**src/rtl/qed_constraints_pkg.sv**
```systemverilog
// Shared encodings for the QED instruction-constraint checker.
// Class codes, phase codes and the RV32 opcodes the classifier recognises.
package qed_constraints_pkg;

  localparam int unsigned CLS_W   = 3;
  localparam int unsigned PHASE_W = 2;
  localparam int unsigned INST_W  = 32;

  typedef enum logic [CLS_W-1:0] {
    CLS_NONE = 3'd0,
    CLS_R    = 3'd1,
    CLS_I    = 3'd2,
    CLS_LW   = 3'd3,
    CLS_SW   = 3'd4,
    CLS_NOP  = 3'd5
  } inst_cls_e;

  typedef enum logic [PHASE_W-1:0] {
    PH_ORIG  = 2'd0,
    PH_DRAIN = 2'd1,
    PH_HOLD  = 2'd2
  } phase_e;

  localparam logic [6:0] OPC_OP     = 7'b0110011;
  localparam logic [6:0] OPC_OP_IMM = 7'b0010011;
  localparam logic [6:0] OPC_LOAD   = 7'b0000011;
  localparam logic [6:0] OPC_STORE  = 7'b0100011;
  localparam logic [6:0] OPC_NOP    = 7'b1111111;

endpackage

```
**src/rtl/qed_inst_classify.sv**
```systemverilog
// Combinational RV32IM instruction classifier with register-split rule.
// Ports:
//   instruction - 32-bit instruction word
//   inst_class  - class code (CLS_NONE when not in the legal subset)
module qed_inst_classify
  import qed_constraints_pkg::*;
#(
  parameter int unsigned REG_SPLIT    = 16,
  parameter int unsigned MUL_EN       = 1,
  parameter int unsigned MEM_BASE_REG = 0
) (
  input  logic [INST_W-1:0] instruction,
  output logic [CLS_W-1:0]  inst_class
);

  logic [6:0] opcode;
  logic [4:0] rd;
  logic [2:0] funct3;
  logic [4:0] rs1;
  logic [4:0] rs2;
  logic [6:0] funct7;

  assign opcode = instruction[6:0];
  assign rd     = instruction[11:7];
  assign funct3 = instruction[14:12];
  assign rs1    = instruction[19:15];
  assign rs2    = instruction[24:20];
  assign funct7 = instruction[31:25];

  logic rd_ok, rs1_ok, rs2_ok;
  logic r_func_ok, i_func_ok, mem_ok;

  // One extra bit so REG_SPLIT=16..32 compares without truncation.
  assign rd_ok  = {1'b0, rd}  < 6'(REG_SPLIT);
  assign rs1_ok = {1'b0, rs1} < 6'(REG_SPLIT);
  assign rs2_ok = {1'b0, rs2} < 6'(REG_SPLIT);

  // Legal memory ops use the fixed base register and a small positive offset.
  assign mem_ok = (funct3 == 3'b010) && (rs1 == 5'(MEM_BASE_REG))
                  && (instruction[31:30] == 2'b00);

  // R-type funct7/funct3 legality (M extension limited to MUL..MULHU).
  always_comb begin
    r_func_ok = 1'b0;
    case (funct7)
      7'b0000000: r_func_ok = 1'b1;
      7'b0100000: r_func_ok = (funct3 == 3'b000) || (funct3 == 3'b101);
      7'b0000001: r_func_ok = (MUL_EN != 0) && !funct3[2];
      default:    r_func_ok = 1'b0;
    endcase
  end

  // Shift-immediates constrain the upper immediate bits; others take any imm.
  always_comb begin
    i_func_ok = 1'b1;
    case (funct3)
      3'b001:  i_func_ok = (funct7 == 7'b0000000);
      3'b101:  i_func_ok = (funct7 == 7'b0000000) || (funct7 == 7'b0100000);
      default: i_func_ok = 1'b1;
    endcase
  end

  // Class selection.
  always_comb begin
    inst_class = CLS_NONE;
    case (opcode)
      OPC_OP:     if (r_func_ok && rd_ok && rs1_ok && rs2_ok) inst_class = CLS_R;
      OPC_OP_IMM: if (i_func_ok && rd_ok && rs1_ok)           inst_class = CLS_I;
      OPC_LOAD:   if (mem_ok && rd_ok)                        inst_class = CLS_LW;
      OPC_STORE:  if (mem_ok && rs2_ok)                       inst_class = CLS_SW;
      OPC_NOP:    inst_class = CLS_NOP;
      default:    inst_class = CLS_NONE;
    endcase
  end

endmodule

```
**src/rtl/qed_inst_constraints_seq.sv**
```systemverilog
// Stateful instruction-legality checker for the QED harness: bounded original
// sequence, NOP-only drain, then NOP-only hold.
// Optional macro QED_CONSTRAINT_ASSUME_EN adds formal assume/assert statements.
// Ports:
//   clk, reset_x   - clock, async active-low reset
//   inst_valid     - instruction presented this cycle
//   instruction    - RV32IM instruction word
//   inst_ok        - combinational legality in current phase
//   inst_class     - combinational class code
//   phase          - registered phase
//   orig_cnt       - accepted non-NOP count (saturates at MAX_ORIG)
//   viol           - sticky illegal-instruction flag
//   seq_done       - high in PH_HOLD
module qed_inst_constraints_seq
  import qed_constraints_pkg::*;
#(
  parameter  int unsigned REG_SPLIT    = 16,
  parameter  int unsigned MAX_ORIG     = 8,
  parameter  int unsigned DRAIN_CYCLES = 4,
  parameter  int unsigned MUL_EN       = 1,
  parameter  int unsigned MEM_BASE_REG = 0,
  localparam int unsigned OCW          = $clog2(MAX_ORIG + 1)
) (
  input  logic                clk,
  input  logic                reset_x,
  input  logic                inst_valid,
  input  logic [INST_W-1:0]   instruction,
  output logic                inst_ok,
  output logic [CLS_W-1:0]    inst_class,
  output logic [PHASE_W-1:0]  phase,
  output logic [OCW-1:0]      orig_cnt,
  output logic                viol,
  output logic                seq_done
);

  localparam int unsigned DCW = $clog2(DRAIN_CYCLES + 1);

  phase_e         phase_q, phase_d;
  logic [OCW-1:0] orig_cnt_q, orig_cnt_d;
  logic [DCW-1:0] drain_cnt_q, drain_cnt_d;
  logic           viol_q, viol_d;
  logic           seq_done_q, seq_done_d;
  logic           is_nop;

  qed_inst_classify #(
    .REG_SPLIT    (REG_SPLIT),
    .MUL_EN       (MUL_EN),
    .MEM_BASE_REG (MEM_BASE_REG)
  ) u_classify (
    .instruction (instruction),
    .inst_class  (inst_class)
  );

  // After the original phase only NOPs are legal.
  assign is_nop  = (inst_class == CLS_NOP);
  assign inst_ok = (inst_class != CLS_NONE) && ((phase_q == PH_ORIG) || is_nop);

  // State register.
  always_ff @(posedge clk or negedge reset_x) begin
    if (!reset_x) begin
      phase_q     <= PH_ORIG;
      orig_cnt_q  <= '0;
      drain_cnt_q <= '0;
      viol_q      <= 1'b0;
      seq_done_q  <= 1'b0;
    end else begin
      phase_q     <= phase_d;
      orig_cnt_q  <= orig_cnt_d;
      drain_cnt_q <= drain_cnt_d;
      viol_q      <= viol_d;
      seq_done_q  <= seq_done_d;
    end
  end

  // Next-state: illegal instructions only set viol; nothing else advances.
  always_comb begin
    phase_d     = phase_q;
    orig_cnt_d  = orig_cnt_q;
    drain_cnt_d = drain_cnt_q;
    viol_d      = viol_q;
    seq_done_d  = seq_done_q;
    if (inst_valid) begin
      if (!inst_ok) begin
        viol_d = 1'b1;
      end else begin
        case (phase_q)
          PH_ORIG: begin
            if (!is_nop && (orig_cnt_q != OCW'(MAX_ORIG))) begin
              orig_cnt_d = orig_cnt_q + OCW'(1);
              if (orig_cnt_d == OCW'(MAX_ORIG)) begin
                phase_d     = PH_DRAIN;
                drain_cnt_d = '0;
              end
            end
          end
          PH_DRAIN: begin
            drain_cnt_d = drain_cnt_q + DCW'(1);
            if (drain_cnt_d == DCW'(DRAIN_CYCLES)) begin
              phase_d    = PH_HOLD;
              seq_done_d = 1'b1;
            end
          end
          default: begin
            phase_d = phase_q;
          end
        endcase
      end
    end
  end

  assign phase    = phase_q;
  assign orig_cnt = orig_cnt_q;
  assign viol     = viol_q;
  assign seq_done = seq_done_q;

`ifdef QED_CONSTRAINT_ASSUME_EN
  // Constrain the formal instruction source and prove viol never rises.
  always @(posedge clk) begin
    if (reset_x) begin
      if (inst_valid) begin
        assume (inst_ok);
      end
      assert (!viol_q);
    end
  end
`else
  // No formal statements: viol is the only indication of an illegal input.
`endif

endmodule

```
**config.mk**
```make
export PLATFORM = sky130hd
export DESIGN_NAME = qed_inst_constraints_seq
export DESIGN_NICKNAME = d
export VERILOG_FILES = /design/src/rtl/qed_constraints_pkg.sv /design/src/rtl/qed_inst_classify.sv /design/src/rtl/qed_inst_constraints_seq.sv
export SDC_FILE = /design/constraint.sdc
export NUM_CORES = 1
export LEC_CHECK = 0
export BUFFER_PORTS_ARGS = -buffer_cell sky130_fd_sc_hd__buf_2
export CORE_MARGIN = 10
export CORE_UTILIZATION = 35
export CTS_CLUSTER_DIAMETER = 150
export DETAILED_ROUTE_END_ITERATION = 12
export PLACE_DENSITY = 0.66
export REMOVE_ABC_BUFFERS = 1
export SLEW_MARGIN = 40
export SYNTH_ARGS = -nofsm -noshare
export SYNTH_HDL_FRONTEND = slang
export SYNTH_SLANG_ARGS = --single-unit
```
**constraint.sdc**
```tcl
create_clock -name clk -period 3.2 [get_ports clk]
set_input_delay 0.64 -clock clk [delete_from_list [all_inputs] [get_ports clk]]
set_output_delay 0.64 -clock clk [all_outputs]
set_load 0.05 [all_outputs]
```
==> run summary, run 1 <==
================================================================================
Run status ........................................................    completed
#FFs+latches synth ................................................           11
Worst hold slack ..................................................       223 ps
Utilization after layout ..........................................        49.3%
Library cell with the highest instance count after synthesis ......      dfrtp_1
Share of cells above drive strength 1 .............................        37.6%
DRT Wirelength ....................................................      2.25 mm
Total I/O pin count ...............................................           47
Total number of vias ..............................................          869
CTS tree ..........................................................        built
Vias per inst .....................................................         5.40
Power per Cell Area ...............................................  258 nW/um^2
Worst setup startpoint ............................................ instruction[3]
Maximum number of buffers from clock root to sink .................            2
Dpl cells .........................................................          157
Sum of net half-perimeters after detailed placement ...............      1.90 mm
Height of the die .................................................      68.4 um
Area leader, netlist ..............................................      dfrtp_1
Worst Path Class, Setup ........................................... input pin to primary output
CP endpoint kind .................................................. primary output
Synth cell count leaders .......................................... dfrtp_1 (11), nand2_1 (9), o21ai_0 (7)
Antenna Diode Count ...............................................            0
Seq/Total Area, Yosys .............................................        33.6%
Total DRC errors in the routed layout .............................            0
Asr flop ratio synth ..............................................         100%
Total clock buffers created by CTS ................................            3
Number of enable-type register cells in the synthesized netlist ...            0
Die Footprint .....................................................    4670 um^2
Clock latency reported for the late side of the worst-skew pair ...       270 ps
Peak VDD IR .......................................................     0.237 mV
Via count of the first global-routing pass ........................          861
CTS clk-pin slew, worst paths .....................................        70 ps
Number of failing hold endpoints at the final stage ...............            0
Data required time of the critical path ...........................      2560 ps
Routed length per instance ........................................      14.0 um
Unrepaired setup endpoints after global routing ...................           no
Max Cap Violations ................................................            0
Transition time of the tightest slew-check pin ....................       437 ps
Relative area change from synthesis to final layout ...............        33.2%
Yosys top cell area share .........................................        33.6%
Reg2reg start .....................................................     phase[0]
Antenna violations before repair ..................................            0
Drt pass-1 iters ..................................................            4
Std-Cell Core Area ................................................    2210 um^2
Initial core utilization ..........................................        37.0%
Normalized max-slew margin ........................................        70.7%
Final period utilization ..........................................        96.5%
Final nets ........................................................          173
Main synth FF type ................................................      dfrtp_1
Number of warnings issued by yosys ................................            0
Kind of start point of the critical path ..........................    input pin
Final Skew ........................................................      2.23 ps
Final critical path time including I/O delays and setup ...........      3090 ps
Number of pins exceeding their max-slew limit in the final report .            0
WP data arrival ...................................................      2450 ps
Remaining antenna violation count .................................            0
Fmax ..............................................................    0.324 GHz
Total number of H-tree levels .....................................            1
Count of endpoints failing setup in the final report ..............            0
# rows ............................................................           17
Crit path max fanout ..............................................            3
Number of clock sinks .............................................           11
Total standard cell area after synthesis ..........................     818 um^2
Static leakage power ..............................................     0.543 nW
Root buffer cell ..................................................     clkbuf_4
Mapped Avg Cell Area ..............................................    9.09 um^2
Iter 0 DRT Violations .............................................           42
Post-synthesis instance total .....................................           90
Setup Fix Bufs, Post-CTS ..........................................            0
Non-filler instance count after layout ............................          161
Horizontal extent of the die ......................................      68.4 um
Synth area leaders ................................................ dfrtp_1 (34%), ha_1 (6.1%), o21ai_0 (4.3%), xor2_1 (4.3%), nand2_1 (4.1%)
Largest net degree at the start of global routing .................           12
PortBufs ..........................................................           38
Final RePlAce weighted congestion .................................        0.828
Worst Hold Class .................................................. input pin to async pin
GR Util All Layers ................................................        9.87%
Total gr overflow .................................................            0
Global-route wire length before repair ............................      3.69 mm
Post-synthesis cell type count ....................................           40
================================================================================
metal layers:
| metal | vias to the layer above | GRT usage [%] | share of wire (%) |
|---|---|---|---|
| li1 | 428 | - | - |
| met1 | 410 | 10.9 | 40 |
| met2 | 29 | 16.9 | 48 |
| met3 | 2 | 3.59 | 12 |
| met4 | 0 | 3.77 | 0.75 |
| met5 | - | 0 | 0 |
critical path: stages:
cell and delay (ps):
buf_2 110, or4_4 550, or3_1 380, o22a_1 180, a211o_1 290, nand2_1 80
buf_4 220
path summary, 6_finish.rpt:
kind	slack, ps	to	depth (start not counted)
min in group clk	480	viol	1
hold / removal	220	seq_done	1
hold reg to reg	480	viol	1
max in group asynchronous	2780	viol	1
setup / recovery	110	inst_ok	7
setup reg to reg	1410	orig_cnt[1]	4
placed cells by master, fill, tap and decap left out, types with 2 or more instances in the layout:
cell type / count
nor4_1: 3
or3_1: 2
o21bai_1: 2
nor3_1: 2
xnor2_1: 2
nand4b_1: 2
inv_1: 5
clkbuf_4: 3
nor2_1: 4
nand4_1: 4
ha_1: 4
dfrtp_1: 11
xor2_1: 4
nand2b_1: 2
buf_4: 3
nand2_1: 9
buf_2: 37
o21ai_0: 7
a21o_1: 2
cell families after synthesis:
family	Yosys count	share of synthesized area (%)
AO/OA/AOI/OAI	21	19.1
XOR/XNOR	6	6.42
adder cells (fa/ha/maj)	4	6.12
buffers and inverters	6	2.75
flip-flops	11	33.6
multiplexers	1	1.38
AND/OR/NAND/NOR	41	30.6
layout make-up:
| class | count | area [um^2] |
|---|---|---|
| clock buffer | 4 | 26.3 |
| timing repair buffer | 40 | 208 |
| inverter | 5 | 18.8 |
| fill | 222 | 1120 |
| tap | 28 | 35.0 |
| sequential | 11 | 275 |
| multi-input combinational | 73 | 527 |
flip-flops by register name (all words and copies together) (netlist names):
| name | count |
|---|---|
| phase | 2 |
| orig_cnt | 4 |
| seq_done | 1 |
| viol | 1 |
| drain_cnt_q | 3 |
per-stage QoR:
step                      cell area (um^2)  setup WS, ps  TNS [ps]  total power, W
after floorplan                        815         -72.5     -72.5        0.000162
after global placement                1050          44.0         0        0.000187
after detailed placement              1050          37.3         0        0.000189
after CTS                             1080          42.1         0        0.000282
after global routing                  1090          8.05         0        0.000295
final                                 1090           113         0        0.000281
power by group:
group / internal [W] / switching (W) / total (W) / leakage, nW
clock network: 0.0000483 / 0.0000466 / 0.0000948 / 0.0150
logic: 0.0000200 / 0.0000254 / 0.0000454 / 0.389
registers: 0.000140 / 0.00000118 / 0.000141 / 0.138
total: 0.000208 / 0.0000731 / 0.000281 / 0.543
what timing repair did:
action / in CTS / in global routing
endpoints found under the hold margin: 0 / 0
hold buffers: 0 / 0
setup endpoints to repair: 0 / 1
resized for setup: 0 / 3
Power figures use the tool's default switching activity.
==> run 2: changes to the inputs <==
--- a/config.mk
+++ b/config.mk
@@ -5,7 +5,7 @@
 export SDC_FILE = /design/constraint.sdc
 export NUM_CORES = 1
 export LEC_CHECK = 0
-export BUFFER_PORTS_ARGS = -buffer_cell sky130_fd_sc_hd__buf_2
+export BUFFER_PORTS_ARGS = -buffer_cell sky130_fd_sc_hd__buf_4
 export CORE_MARGIN = 10
 export CORE_UTILIZATION = 35
 export CTS_CLUSTER_DIAMETER = 150
==> run summary, run 2 (synthesis gave the netlist of run 1 again) <==
==================================================================================
Run status ..........................................................    completed
Number of failing hold endpoints at the final stage .................            0   unchanged
Number of pins exceeding their max-slew limit in the final report ...            0   unchanged
Clock latency reported for the late side of the worst-skew pair .....       260 ps   about the same
Worst flop-to-flop path endpoint ....................................  orig_cnt[1]
Antenna Diode Count .................................................            0   unchanged
Total number of vias ................................................          843   -3.0%
Via count of the first global-routing pass ..........................          922   +7.1%
Normalized max-slew margin ..........................................        70.3%   -0.33 points
Unrepaired setup endpoints after global routing .....................           no
Kind of start point of the critical path ............................    input pin
CP endpoint kind .................................................... primary output
Hold_buf cts ........................................................            0   unchanged
Routed length per instance ..........................................      15.3 um   +9.2%
Vias per inst .......................................................         5.24   -3.0%
Die Footprint .......................................................    4670 um^2   unchanged
Height of the die ...................................................      68.4 um   unchanged
Final period utilization ............................................        96.9%   +0.44 points
Leading cell type in the layout, fill and taps excluded .............        buf_4
Transition time of the tightest slew-check pin ......................       441 ps   +4.90 ps
Final RePlAce weighted congestion ...................................        0.837   +1.0%
Setup slack on the worst flop-to-flop path ..........................      1390 ps   -20 ps
Std-Cell Core Area ..................................................    2210 um^2   unchanged
Fmax ................................................................    0.322 GHz   -0.46%
Share of cells above drive strength 1 ...............................        37.6%   unchanged
Remaining antenna violation count ...................................            0   unchanged
Initial core utilization ............................................        37.0%   unchanged
Global-route wire length before repair ..............................      4.00 mm   +8.4%
Commonest cells after routing, fill and taps aside .................. buf_4 (40), dfrtp_1 (11), nand2_1 (9)
Maximum number of buffers from clock root to sink ...................            2   unchanged
Largest net degree at the start of global routing ...................           12   unchanged
Worst reg2reg path depth ............................................            4   unchanged
Flip-flop count of the largest register, all copies and words added .            4   unchanged
Antenna violations before repair ....................................            0   unchanged
Root buffer cell ....................................................     clkbuf_4
CTS tree ............................................................        built
Horizontal extent of the die ........................................      68.4 um   unchanged
Dpl cells ...........................................................          157   unchanged
WP data arrival .....................................................      2460 ps   about the same
Worst Hold Class .................................................... input pin to async pin
Total clock buffers created by CTS ..................................            3   unchanged
Relative area change from synthesis to final layout .................        44.5%
Non-filler instance count after layout ..............................          161   unchanged
Crit path max fanout ................................................            3   unchanged
Max Cap Violations ..................................................            0   unchanged
Count of endpoints failing setup in the final report ................            0   unchanged
Data required time of the critical path .............................      2560 ps   about the same
Power per Cell Area .................................................  247 nW/um^2   -4.5%
CTS clk-pin slew, worst paths .......................................        80 ps   about the same
PortBufs ............................................................           38   unchanged
GR Util All Layers ..................................................        10.8%   +0.92 points
Drt pass-1 iters ....................................................            4   unchanged
Utilization after layout ............................................        53.5%   +4.2 points
Peak VDD IR .........................................................     0.162 mV   -32%
Total gr overflow ...................................................            0   unchanged
Iter 0 DRT Violations ...............................................           29   -31%
Final Skew ..........................................................      7.08 ps   +4.84 ps
Total number of H-tree levels .......................................            1   unchanged
Total DRC errors in the routed layout ...............................            0   unchanged
Worst Path Class, Setup ............................................. input pin to primary output
Reg2reg start .......................................................     phase[0]
Sum of net half-perimeters after detailed placement .................      2.07 mm   +8.7%
Total I/O pin count .................................................           47   unchanged
# rows ..............................................................           17   unchanged
Final critical path time including I/O delays and setup .............      3100 ps   +14.1 ps
Static leakage power ................................................     0.568 nW   +4.6%
Setup Fix Bufs, Post-CTS ............................................            0   unchanged
Number of clock sinks ...............................................           11   unchanged
Final nets ..........................................................          173   unchanged
DRT Wirelength ......................................................      2.46 mm   +9.2%
==================================================================================
-- run 2: metrics by stage --
stage               setup TNS [ps]  hold slack [ps]  area (um^2)  setup slack, ps  power [W]
detailed placement               0              475         1150             84.3   0.000199
global placement                 0              468         1150             81.0   0.000198
finish                           0              192         1180             98.9   0.000292
global route                     0              195         1180             34.2   0.000304
floorplan                    -72.5              344          815            -72.5   0.000162
CTS                              0              198         1180             79.6   0.000293
-- run 2: timing repair --
action | in CTS | in global routing
endpoints found under the setup margin | 0 | 1
resized for setup | 0 | 1
endpoints found under the hold margin | 0 | 0
-- run 2: layout make-up --
type | count | area (um^2)
Clock buffer | 4 | 26.3
Fill cell | 228 | 1030
Inverter | 5 | 18.8
Multi-Input combinational cell | 73 | 527
Sequential cell | 11 | 275
Tap cell | 28 | 35.0
Timing Repair Buffer | 40 | 300
-- run 2: worst max path at each step --
stage / startpoint / end / slack (ps) / depth (start not counted)
CTS: instruction[3] / inst_ok / 80 / 7
detailed placement: instruction[3] / inst_ok / 80 / 7
floorplan: instruction[3] / inst_class[1] / -70 / 3
global placement: instruction[3] / inst_ok / 80 / 7
global route: instruction[3] / inst_ok / 30 / 7
finish: instruction[3] / inst_ok / 100 / 7
-- run 2: routing by layer --
layer	global-route usage (%)	up-vias	part of all wire, %
met1	11.4	390	41
met5	0	-	0
met3	3.92	2	10
met2	19.7	24	48
li1	-	427	-
met4	3.02	0	0.57
-- run 2: critical path, stage by stage --
cell	delay, ps
buf_4	110
or4_4	540
or3_1	380
o22a_1	190
a211o_1	290
nand2_1	90
buf_4	220
-- run 2: power by group --
part           switching, W  leakage [nW]  total [W]  internal [W]
logic             0.0000259         0.415  0.0000556     0.0000297
clock network     0.0000468        0.0150  0.0000949     0.0000481
registers        0.00000128         0.138   0.000141      0.000140
==> run 3: changes to the inputs <==
--- a/config.mk
+++ b/config.mk
@@ -5,7 +5,7 @@
 export SDC_FILE = /design/constraint.sdc
 export NUM_CORES = 1
 export LEC_CHECK = 0
-export BUFFER_PORTS_ARGS = -buffer_cell sky130_fd_sc_hd__buf_4
+export BUFFER_PORTS_ARGS = -buffer_cell sky130_fd_sc_hd__clkbuf_2
 export CORE_MARGIN = 10
 export CORE_UTILIZATION = 35
 export CTS_CLUSTER_DIAMETER = 150
==> run summary, run 3 (synthesis gave the netlist of run 1 again) <==
==================================================================================
GR Util All Layers ..................................................        10.0%   -0.76 points
Data required time of the critical path .............................      2560 ps   about the same
DRT Wirelength ......................................................      2.35 mm   -4.4%
Total clock buffers created by CTS ..................................            3   unchanged
CP endpoint kind .................................................... primary output
Hold_buf cts ........................................................            0   unchanged
Root buffer cell ....................................................     clkbuf_4
Total I/O pin count .................................................           47   unchanged
# rows ..............................................................           17   unchanged
Number of clock sinks ...............................................           11   unchanged
Drt pass-1 iters ....................................................            4   unchanged
Fillcell total ......................................................          228   unchanged
Worst Path Class, Setup ............................................. input pin to primary output
Antenna Diode Count .................................................            0   unchanged
Post-placement cell area ............................................    1050 um^2   -8.3%
Power per Cell Area .................................................  257 nW/um^2   +4.1%
Normalized max-slew margin ..........................................        69.6%   -0.71 points
Maximum number of buffers from clock root to sink ...................            2   unchanged
Setup_tns ...........................................................         0 ps   unchanged
Remaining antenna violation count ...................................            0   unchanged
Leading cell type in the layout, fill and taps excluded .............     clkbuf_2
CTS tree ............................................................        built
Fraction of power spent switching nets ..............................        25.6%   +0.23 points
Iter 0 DRT Violations ...............................................           30   +3.4%
Commonest cells after routing, fill and taps aside .................. clkbuf_2 (37), dfrtp_1 (11), nand2_1 (9)
Peak VDD IR .........................................................     0.193 mV   +19%
Vias per inst .......................................................         5.31   +1.4%
NetSw ...............................................................  0.0000716 W   -3.2%
Summed area of non-filler cells in the final layout .................    1090 um^2   -7.8%
Number of failing hold endpoints at the final stage .................            0   unchanged
Total number of H-tree levels .......................................            1   unchanged
Final period utilization ............................................        96.5%   -0.39 points
Height of the die ...................................................      68.4 um   unchanged
Total Power .........................................................   0.000280 W   -4.1%
CTS clk-pin slew, worst paths .......................................        70 ps   about the same
Worst flop-to-flop path endpoint ....................................  orig_cnt[1]
Share of cells above drive strength 1 ...............................        37.6%   unchanged
Reg2reg start .......................................................     phase[0]
Worst Hold Class .................................................... input pin to async pin
Std-Cell Core Area ..................................................    2210 um^2   unchanged
Final nets ..........................................................          173   unchanged
Final RePlAce weighted congestion ...................................        0.833   -0.45%
Relative area change from synthesis to final layout .................        33.2%
Final Skew ..........................................................     0.710 ps   -6.37 ps
Static leakage power ................................................     0.542 nW   -4.4%
Clock Power Share ...................................................        33.2%   +0.7 points
Setup slack on the worst flop-to-flop path ..........................      1420 ps   +30 ps
Routed length per instance ..........................................      14.6 um   -4.4%
Max Cap Violations ..................................................            0   unchanged
Total number of vias ................................................          855   +1.4%
Fmax ................................................................    0.324 GHz   +0.41%
Flip-flop count of the largest register, all copies and words added .            4   unchanged
Largest net degree at the start of global routing ...................           12   unchanged
Via count of the first global-routing pass ..........................          883   -4.2%
Share of total power in sequential cells ............................        50.5%   +2.1 points
Unrepaired setup endpoints after global routing .....................           no
Total gr overflow ...................................................            0   unchanged
Total DRC errors in the routed layout ...............................            0   unchanged
Transition time of the tightest slew-check pin ......................       452 ps   +10.6 ps
Clock latency reported for the late side of the worst-skew pair .....       260 ps   about the same
Horizontal extent of the die ........................................      68.4 um   unchanged
Worst setup startpoint .............................................. instruction[3]
Cell-internal power .................................................   0.000208 W   -4.4%
WP data arrival .....................................................      2450 ps   about the same
Count of endpoints failing setup in the final report ................            0   unchanged
PortBufs ............................................................           38   unchanged
Initial core utilization ............................................        37.0%   unchanged
Global-route wire length before repair ..............................      3.75 mm   -6.4%
Combinational share of power ........................................        16.4%   -2.7 points
Kind of start point of the critical path ............................    input pin
Final critical path time including I/O delays and setup .............      3090 ps   -12.5 ps
Worst hold slack ....................................................       240 ps   +47.2 ps
Crit path max fanout ................................................            3   unchanged
Run status ..........................................................    completed
Worst setup endpoint ................................................      inst_ok
Antenna violations before repair ....................................            0   unchanged
Worst reg2reg path depth ............................................            4   unchanged
Number of pins exceeding their max-slew limit in the final report ...            0   unchanged
Sum of net half-perimeters after detailed placement .................      1.99 mm   -3.7%
Die Footprint .......................................................    4670 um^2   unchanged
==================================================================================
run 3: worst min path at each step:
| stage | start | to | slack, ps | cells past startpoint |
|---|---|---|---|---|
| 5_1_grt | reset_x | orig_cnt[1] | 250 | 1 |
| 6_report | reset_x | seq_done | 240 | 1 |
| 4_1_cts | reset_x | drain_cnt_q[0] | 250 | 1 |
| 3_3_place_gp | viol | viol | 460 | 1 |
| 3_5_place_dp | viol | viol | 470 | 1 |
| 2_1_floorplan | reset_x | drain_cnt_q[0] | 340 | 0 |
run 3: cell type report:
class	count	area [um^2]	area share, %
Clock buffer	4	26.3	2.41
Inverter	5	18.8	1.72
Multi-Input combinational cell	73	527	48.3
Sequential cell	11	275	25.3
Tap cell	28	35.0	3.21
Timing Repair Buffer	40	208	19.1
run 3: worst max-delay path, stage by stage:
cell and delay, ps:
clkbuf_2 100, or4_4 550, or3_1 380, o22a_1 190, a211o_1 290, nand2_1 80, buf_4 220
run 3: metrics by stage:
step | utilization (%) | worst slack [ps] | instances
floorplan | - | -72.5 | 89
global placement | 47.7 | 33.0 | 157
detailed placement | 47.7 | -2.22 | 157
CTS | 48.9 | 0.443 | 161
finish | 49.3 | 111 | 161
global route | 49.3 | 3.88 | 161
run 3: timing repair:
item,in CTS,in global routing
setup buffers,0,0
endpoints found under the setup margin,0,1
gates resized for setup,0,4
run 3: power by group through the flow:
| stage | sequential (W) | clock (W) | combinational, W |
|---|---|---|---|
| after floorplan | 0.000147 | 0 | 0.0000146 |
| after global placement | 0.000144 | 0 | 0.0000437 |
| after detailed placement | 0.000144 | 0 | 0.0000454 |
| after CTS | 0.000141 | 0.0000964 | 0.0000458 |
| after global routing | 0.000141 | 0.000103 | 0.0000514 |
| final | 0.000141 | 0.0000927 | 0.0000458 |
run 3: metal layers:
layer | track usage [%] | vias up | wire length (um)
met5 | 0 | - | 0
met1 | 10.4 | 395 | 980
met3 | 3.43 | 2 | 214
li1 | - | 430 | -
met4 | 3.52 | 0 | 9
met2 | 18.3 | 28 | 1150
